[config.mk]
export PLATFORM = sky130hd
export DESIGN_NAME = phase_error_monitor
export DESIGN_NICKNAME = d
export VERILOG_FILES = /design/src/rtl/phdet_pkg.sv /design/src/rtl/phase_err_channel.sv /design/src/rtl/phase_error_monitor.sv
export SDC_FILE = /design/constraint.sdc
export NUM_CORES = 1
export LEC_CHECK = 0
export CELL_PAD_IN_SITES_DETAIL_PLACEMENT = 1
export CELL_PAD_IN_SITES_GLOBAL_PLACEMENT = 1
export CORE_MARGIN = 2
export CORE_UTILIZATION = 46
export DETAILED_ROUTE_END_ITERATION = 8
export PLACE_DENSITY_LB_ADDON = 0.25
export SYNTH_ARGS = -nofsm -noshare
export SYNTH_HDL_FRONTEND = slang
export SYNTH_HIERARCHICAL = 1
export SYNTH_SLANG_ARGS = --single-unit
export TNS_END_PERCENT = 10
[constraint.sdc]
create_clock -name fpga_clk_i -period 2.4 [get_ports fpga_clk_i]
set_input_delay 0.36 -clock fpga_clk_i [delete_from_list [all_inputs] [get_ports fpga_clk_i]]
set_output_delay 0.36 -clock fpga_clk_i [all_outputs]
set_load 0.02 [all_outputs]
[src/rtl/phdet_pkg.sv]
// rtl/phdet_pkg.sv - shared encodings for the phase-error monitor
//
// Contents:
//   disp_mode_e   display statistic select (avg / min / max / last sample)
//   LOCK_CNT_W    width of the per-channel consecutive-window lock counter
//   lock_state_e  per-channel lock FSM states
package phdet_pkg;

   typedef enum logic [1:0] {
      DISP_AVG  = 2'd0,
      DISP_MIN  = 2'd1,
      DISP_MAX  = 2'd2,
      DISP_LAST = 2'd3
   } disp_mode_e;

   localparam int LOCK_CNT_W = 4;

   typedef enum logic {
      LOCK_OFF = 1'b0,
      LOCK_ON  = 1'b1
   } lock_state_e;

endpackage

[src/rtl/phase_err_channel.sv]
// rtl/phase_err_channel.sv - one channel of window statistics plus lock detector
//
// Ports:
//   fpga_clk_i   in   clock, all state rising-edge
//   reset_i      in   asynchronous active-high reset
//   clear_i      in   synchronous clear of window and lock state (outputs held)
//   err_i        in   ERR_W signed error sample
//   err_valid_i  in   sample strobe
//   avg_o        out  last completed window average (floor), signed
//   min_o        out  last completed window minimum, signed
//   max_o        out  last completed window maximum, signed
//   last_o       out  most recent accepted sample
//   win_done_o   out  one-cycle pulse when a window completes
//   lock_o       out  lock flag with hysteresis
module phase_err_channel
   import phdet_pkg::*;
#(
   parameter int ERR_W        = 8,
   parameter int LOG2_WIN     = 4,
   parameter int LOCK_THRESH  = 2,
   parameter int LOCK_WINDOWS = 4
) (
   input  logic             fpga_clk_i,
   input  logic             reset_i,
   input  logic             clear_i,
   input  logic [ERR_W-1:0] err_i,
   input  logic             err_valid_i,
   output logic [ERR_W-1:0] avg_o,
   output logic [ERR_W-1:0] min_o,
   output logic [ERR_W-1:0] max_o,
   output logic [ERR_W-1:0] last_o,
   output logic             win_done_o,
   output logic             lock_o
);

   localparam int ACC_W = ERR_W + LOG2_WIN;
   localparam logic [ERR_W-1:0] POS_MAX = {1'b0, {(ERR_W-1){1'b1}}};
   localparam logic [ERR_W-1:0] NEG_MAX = {1'b1, {(ERR_W-1){1'b0}}};
   localparam logic [LOCK_CNT_W-1:0] LOCK_TARGET = LOCK_CNT_W'(LOCK_WINDOWS);

   logic signed [ACC_W-1:0] acc;
   logic signed [ACC_W-1:0] sum;
   logic [LOG2_WIN-1:0]     cnt;
   logic signed [ERR_W-1:0] sample;
   logic signed [ERR_W-1:0] run_min;
   logic signed [ERR_W-1:0] run_max;
   logic signed [ERR_W-1:0] new_min;
   logic signed [ERR_W-1:0] new_max;
   logic                    win_end;

   assign sample  = $signed(err_i);
   assign sum     = acc + $signed({{LOG2_WIN{err_i[ERR_W-1]}}, err_i});
   assign new_min = (sample < run_min) ? sample : run_min;
   assign new_max = (sample > run_max) ? sample : run_max;
   assign win_end = err_valid_i && (cnt == '1);

   always_ff @(posedge fpga_clk_i or posedge reset_i) begin
      if (reset_i) begin
         acc        <= '0;
         cnt        <= '0;
         run_min    <= POS_MAX;
         run_max    <= NEG_MAX;
         last_o     <= '0;
         avg_o      <= '0;
         min_o      <= '0;
         max_o      <= '0;
         win_done_o <= 1'b0;
      end else begin
         win_done_o <= 1'b0;
         if (clear_i) begin
            // A sample arriving with clear is dropped; last_o and results are held.
            acc     <= '0;
            cnt     <= '0;
            run_min <= POS_MAX;
            run_max <= NEG_MAX;
         end else if (err_valid_i) begin
            last_o <= err_i;
            if (win_end) begin
               // Upper bits of the sum are the arithmetic shift (floor divide).
               avg_o      <= sum[ACC_W-1:LOG2_WIN];
               min_o      <= new_min;
               max_o      <= new_max;
               win_done_o <= 1'b1;
               acc        <= '0;
               cnt        <= '0;
               run_min    <= POS_MAX;
               run_max    <= NEG_MAX;
            end else begin
               acc     <= sum;
               cnt     <= cnt + 1'b1;
               run_min <= new_min;
               run_max <= new_max;
            end
         end
      end
   end

   // Lock detector: runs the cycle after win_done_o, looking at the fresh avg_o.
   lock_state_e           lock_state;
   lock_state_e           lock_state_nxt;
   logic [LOCK_CNT_W-1:0] lock_cnt;
   logic [LOCK_CNT_W-1:0] lock_cnt_nxt;
   logic [LOCK_CNT_W-1:0] lock_inc;
   logic [ERR_W:0]        avg_ext;
   logic [ERR_W:0]        avg_mag;
   logic                  in_thresh;

   // One extra bit so the most negative average has a representable magnitude.
   assign avg_ext   = {avg_o[ERR_W-1], avg_o};
   assign avg_mag   = avg_ext[ERR_W] ? (~avg_ext + 1'b1) : avg_ext;
   assign in_thresh = (avg_mag <= (ERR_W+1)'(LOCK_THRESH));
   assign lock_inc  = (lock_cnt == LOCK_TARGET) ? lock_cnt : lock_cnt + 1'b1;

   always_ff @(posedge fpga_clk_i or posedge reset_i) begin
      if (reset_i) begin
         lock_state <= LOCK_OFF;
         lock_cnt   <= '0;
      end else begin
         lock_state <= lock_state_nxt;
         lock_cnt   <= lock_cnt_nxt;
      end
   end

   always_comb begin
      lock_state_nxt = lock_state;
      lock_cnt_nxt   = lock_cnt;
      if (clear_i) begin
         lock_state_nxt = LOCK_OFF;
         lock_cnt_nxt   = '0;
      end else if (win_done_o) begin
         if (in_thresh) begin
            lock_cnt_nxt = lock_inc;
            if (lock_inc == LOCK_TARGET) begin
               lock_state_nxt = LOCK_ON;
            end
         end else begin
            // Any out-of-threshold window drops lock immediately.
            lock_cnt_nxt   = '0;
            lock_state_nxt = LOCK_OFF;
         end
      end
   end

   assign lock_o = (lock_state == LOCK_ON);

endmodule

[src/rtl/phase_error_monitor.sv]
// rtl/phase_error_monitor.sv - multi-channel phase-error statistics, lock flags and display mux
//
// Ports:
//   fpga_clk_i   in   sole clock, all state rising-edge
//   reset_i      in   asynchronous active-high reset
//   clear_i      in   synchronous clear of all window and lock state
//   err_i        in   NUM_CH packed signed samples, channel c at [c*ERR_W +: ERR_W]
//   err_valid_i  in   per-channel sample strobe
//   sel_i        in   display channel select (out of range shows 0)
//   mode_i       in   display statistic: avg / min / max / last sample
//   avg_o        out  per-channel last completed window average
//   min_o        out  per-channel last completed window minimum
//   max_o        out  per-channel last completed window maximum
//   win_done_o   out  per-channel window-complete pulse
//   lock_o       out  per-channel lock flag
//   disp_o       out  registered selected statistic
module phase_error_monitor
   import phdet_pkg::*;
#(
   parameter int NUM_CH       = 4,
   parameter int ERR_W        = 8,
   parameter int LOG2_WIN     = 4,
   parameter int LOCK_THRESH  = 2,
   parameter int LOCK_WINDOWS = 4,
   localparam int SEL_W       = (NUM_CH > 1) ? $clog2(NUM_CH) : 1
) (
   input  logic                    fpga_clk_i,
   input  logic                    reset_i,
   input  logic                    clear_i,
   input  logic [NUM_CH*ERR_W-1:0] err_i,
   input  logic [NUM_CH-1:0]       err_valid_i,
   input  logic [SEL_W-1:0]        sel_i,
   input  logic [1:0]              mode_i,
   output logic [NUM_CH*ERR_W-1:0] avg_o,
   output logic [NUM_CH*ERR_W-1:0] min_o,
   output logic [NUM_CH*ERR_W-1:0] max_o,
   output logic [NUM_CH-1:0]       win_done_o,
   output logic [NUM_CH-1:0]       lock_o,
   output logic [ERR_W-1:0]        disp_o
);

   // Select space is padded to a power of two so sel_i never indexes past the
   // array; padding slots read as zero.
   localparam int NUM_SLOT = 1 << SEL_W;

   logic [ERR_W-1:0] avg_s  [NUM_SLOT];
   logic [ERR_W-1:0] min_s  [NUM_SLOT];
   logic [ERR_W-1:0] max_s  [NUM_SLOT];
   logic [ERR_W-1:0] last_s [NUM_SLOT];

   for (genvar c = 0; c < NUM_SLOT; c++) begin : g_slot
      if (c < NUM_CH) begin : g_ch
         phase_err_channel #(
            .ERR_W        (ERR_W),
            .LOG2_WIN     (LOG2_WIN),
            .LOCK_THRESH  (LOCK_THRESH),
            .LOCK_WINDOWS (LOCK_WINDOWS)
         ) u_ch (
            .fpga_clk_i  (fpga_clk_i),
            .reset_i     (reset_i),
            .clear_i     (clear_i),
            .err_i       (err_i[c*ERR_W +: ERR_W]),
            .err_valid_i (err_valid_i[c]),
            .avg_o       (avg_o[c*ERR_W +: ERR_W]),
            .min_o       (min_o[c*ERR_W +: ERR_W]),
            .max_o       (max_o[c*ERR_W +: ERR_W]),
            .last_o      (last_s[c]),
            .win_done_o  (win_done_o[c]),
            .lock_o      (lock_o[c])
         );
         assign avg_s[c] = avg_o[c*ERR_W +: ERR_W];
         assign min_s[c] = min_o[c*ERR_W +: ERR_W];
         assign max_s[c] = max_o[c*ERR_W +: ERR_W];
      end else begin : g_pad
         assign avg_s[c]  = '0;
         assign min_s[c]  = '0;
         assign max_s[c]  = '0;
         assign last_s[c] = '0;
      end
   end

   always_ff @(posedge fpga_clk_i or posedge reset_i) begin
      if (reset_i) begin
         disp_o <= '0;
      end else if (int'(sel_i) >= NUM_CH) begin
         disp_o <= '0;
      end else begin
         case (mode_i)
            DISP_AVG:  disp_o <= avg_s[sel_i];
            DISP_MIN:  disp_o <= min_s[sel_i];
            DISP_MAX:  disp_o <= max_s[sel_i];
            DISP_LAST: disp_o <= last_s[sel_i];
         endcase
      end
   end

endmodule

==> flow_summary_export.csv <==
group,metric,value,unit
worst_setup_path,startpoint_type,"register",
route,highest_layer,"met5",
outcome,status,"completed",
timing,clock_skew,24.4,ps
floorplanning,die-area,41300,sq um
global_route,antenna_found_initial,2,
synth,synth_largest_area_cell,"dfrtp_1",
placed_design,place.gp.congestion,0.904,
global_route,first_global_vias,18371,
synth,synth_xor_area_frac,0.0181,
worst_setup_path,slowest_delay,530,ps
cts,path_clk_slew,60,ps
synth,synth_nets,2054,
worst_setup_path,endpoint_kind,"register",
floorplanning,start_util,0.469,
min_path,hold_depth,2,
worst_setup_path,crit_chain,"inv_1, ha_1, nand4_1, nor2_1, o21ai_0, a21oi_2, buf_4, mux2i_1, a21oi_1",
worst_setup_path,cp_top_family,"flip-flops",
global_route,grt_pass1_wl,104000,um
route,drt-wirelength-per-cell,23.7,um
worst_setup_path,ff2ff_path_depth,9,
route,wirelength,66100,um
cts,htreeDepth,2,
route,met1_length,27100,um
route,vias_per_cell,6.15,
floorplanning,die_h,203,um
timing,setup_violations,0,
synth,synthTopCellsByArea,"dfrtp_1 (35%), ha_1 (8.2%), nand2_1 (5.1%)",
route,num_vias,17133,
min_path,hp-class,"in -> reg",
timing,setup_slack,68.5,ps
cts,clk_latency,560,ps
route,first_pass_iters,4,
worst_setup_path,worstPathMaxFanout,3,
synth,syn_area,18200,sq um
timing,finalHoldWorstSlack,338,ps
pwr,worst_ir_drop_vdd,0.455,mV
job,maxCapViolCount,0,
worst_setup_path,crit_cells,9,
route,dr_wl_met2,32200,um
worst_setup_path,startpoint,"g_slot[3].g_ch.u_ch/run_max[7]",
synth,synth_top_family_by_area,"compound AO/OA/AOI/OAI gates",
worst_setup_path,crit_slowest_cell,"dfstp_2",
placed_design,dp_worst_setup_slack,-495,ps
floorplanning,rows,72,
synth,synthMuxAreaShare,0.0782,
layout,drive_above_1_share,0.199,
placed_design,dpl_cell_area,22000,sq um
cts,cts.sinks,288,
timing,worst_slew_pin_slew,593,ps
layout,antennaDiodeCount,0,
worst_setup_path,path_class,"reg -> reg",
global_route,grt.overflow.total,0,
synth,synth_flop_cell,"dfrtp_1",
synth,synth-async-reset-ratio,1.00,
worst_setup_path,worstPathArrival,2750,ps
route,route.met3.wl,3650,um
synth,syn_avg_cell_area,9.67,sq um
worst_setup_path,r2r_start,"g_slot[3].g_ch.u_ch/run_max[7]",
synth,synth_edf_count,0,
cts,cts_setup_buffers,0,
cts,clock-root-buffer,"clkbuf_16",
global_route,grtUsageTotal,0.322,
pwr,leakage,10.9,nW
route,drt_iter0_markers,949,
worst_setup_path,path_buf_inv,2,
synth,ys_warn_count,6,
cts,cts_made_buffers,35,
layout,fin_util,0.603,
synth,synth_compound_area_frac,0.215,
synth,syn-instance-count,1887,
synth,synth_simple_gate_area_frac,0.151,
synth,yosys.cell_types.count,83,
synth,synth_adder_area_share,0.0867,
timing,tns,0,ps
layout,layout.nets,2408,
timing,timing.fmax,429,MHz
pwr,p_per_area,663,nW/um^2
timing,fin_crit,2330,ps
floorplanning,die_width,203,um
timing,finalCritPeriodShare,0.971,
timing,maxSlewViolCount,0,
min_path,hp-start,"clear_i",
synth,ys_seq_area_frac,0.397,
synth,synth_top_area_frac,0.351,
layout,fin_area,23500,sq um
layout,synthToLayoutAreaGrowth,28.7,%
route,drc,0,
cts,max-clock-path-buffers,3,
cts,cts_tree,"built",
placed_design,place_hpwl,50000,um
floorplanning,io_pins,155,
worst_setup_path,required,2810,ps
timing,hold_violations,0,
route,ant_nets,0,
synth,synth.ff_latch_count,288,
global_route,grt_start_max_net_pins,71,
floorplanning,core_area,38900,sq um
timing,rsz0062_at_grt,"yes",
timing,max_slew_margin,0.605,
placed_design,io_buffer_count,154,
-- cell families after synthesis --
| logic type | Yosys count |
|---|---|
| compound gates | 551 |
| xor+xnor | 33 |
| fa+ha+maj | 124 |
| buf+inv | 228 |
| flops | 288 |
| mux | 84 |
| simple gates | 579 |
-- per-layer routing --
metal | global-route usage | up-vias
li1 | - | 7643
met1 | 0.396 | 8784
met2 | 0.551 | 528
met3 | 0.0586 | 176
met4 | 0.147 | 2
met5 | 0 | -
-- worst reg2reg max path, cell delays in order (launching register included) --
cell     delay, ps
dfstp_2        530
inv_1           60
ha_1           310
nand4_1        140
nor2_1         190
o21ai_0        140
a21oi_2        230
buf_4          170
mux2i_1        310
a21oi_1        120
-- stage by stage --
step | total power [mW] | cells
after CTS | 15.6 | 2785
after detailed placement | 9.52 | 2722
after floorplan | 7.80 | 1887
after global placement | 9.25 | 2722
after global routing | 16.2 | 2785
final | 15.6 | 2785
-- flip-flops by register name (all words and copies together), names as in the netlist --
signal	count
g_slot.g_ch.u_ch/acc	48
g_slot.g_ch.u_ch/avg_o	32
g_slot.g_ch.u_ch/last_o	32
g_slot.g_ch.u_ch/max_o	32
g_slot.g_ch.u_ch/min_o	32
g_slot.g_ch.u_ch/run_max	32
g_slot.g_ch.u_ch/run_min	32
g_slot.g_ch.u_ch/cnt	16
g_slot.g_ch.u_ch/lock_cnt	16
disp_o	8
g_slot.g_ch.u_ch/lock_o	4
g_slot.g_ch.u_ch/win_done_o	4
-- cells in the final DEF, fill, tap and decap left out, types with 14 or more instances in the layout --
cell | Yosys | routed
a22o_1 | 29 | 29
mux2_2 | 16 | 16
nand2b_1 | 18 | 18
buf_4 | 1 | 239
xor2_1 | 14 | 14
a31oi_1 | 27 | 26
clkbuf_16 | 0 | 37
xnor2_1 | 16 | 16
nand3_1 | 36 | 36
ha_1 | 120 | 118
a211oi_1 | 17 | 17
dfstp_2 | 32 | 32
a221oi_1 | 22 | 19
or3_1 | 18 | 15
dfrtp_1 | 256 | 256
clkdlybuf4s50_1 | 0 | 152
o21a_1 | 18 | 18
o211ai_1 | 44 | 44
o21ai_0 | 89 | 89
nor3_1 | 35 | 34
mux4_1 | 24 | 24
or4_1 | 18 | 18
mux2i_1 | 30 | 28
o221ai_1 | 21 | 21
o21ai_1 | 18 | 15
nor2b_1 | 34 | 34
a21oi_1 | 101 | 97
o311ai_0 | 24 | 22
mux4_2 | 14 | 14
o22a_1 | 28 | 28
nor2_1 | 115 | 114
a21o_1 | 37 | 37
inv_1 | 133 | 129
nand2_1 | 248 | 248
-- Yosys cell counts (8+ instances only) --
| library cell | instances |
|---|---|
| and2_1 | 8 |
| mux2i_1 | 30 |
| nand3_1 | 36 |
| buf_6 | 10 |
| or4_1 | 18 |
| a211oi_1 | 17 |
| o21a_1 | 18 |
| dfrtp_1 | 256 |
| buf_2 | 22 |
| nand2_1 | 248 |
| o21ai_0 | 89 |
| mux4_1 | 24 |
| a22o_1 | 29 |
| xnor2_1 | 16 |
| ha_1 | 120 |
| o22a_1 | 28 |
| xor2_1 | 14 |
| inv_1 | 133 |
| o21ai_1 | 18 |
| mux4_2 | 14 |
| clkbuf_1 | 53 |
| nand2b_1 | 18 |
| a221oi_1 | 22 |
| nor2_1 | 115 |
| mux2_2 | 16 |
| o311ai_0 | 24 |
| o221ai_1 | 21 |
| o211ai_1 | 44 |
| o22ai_1 | 9 |
| dfstp_2 | 32 |
| a31oi_1 | 27 |
| nor2b_1 | 34 |
| a21o_1 | 37 |
| a21oi_1 | 101 |
| or3_1 | 18 |
| nor3_1 | 35 |
-- worst paths after layout --
path,slack (ps),endpoint
max,70,g_slot[3].g_ch.u_ch/max_o[6]
min,340,g_slot[3].g_ch.u_ch/cnt[1]
max reg2reg,70,g_slot[3].g_ch.u_ch/max_o[6]
min reg2reg,480,g_slot[0].g_ch.u_ch/last_o[2]
max in group asynchronous,1220,g_slot[2].g_ch.u_ch/run_min[5]
min in group asynchronous,460,disp_o[4]
-- timing repair --
action	4_1_cts	5_1_grt
hold buffers	0	0
endpoints found under the hold margin	0	0
endpoints found under the setup margin	7	78
gates resized for setup	1	33
pin swaps	0	5
-- report_power, final --
group	leakage [nW]	internal [mW]	switching, mW
logic	6.54	1.80	2.12
clock network	0.635	3.75	2.23
registers	3.74	5.25	0.407
-- cell type report --
type                       count  area [sq um]
clock buffer                  47          1020
clock inverter                16           265
fill                        4330         15400
inverter                     134           503
multi-input combinational   1371         10200
sequential                   288          7250
tap                          518           648
timing repair buffer         411          3640
Note: power is estimated with default switching activity, not from simulation.
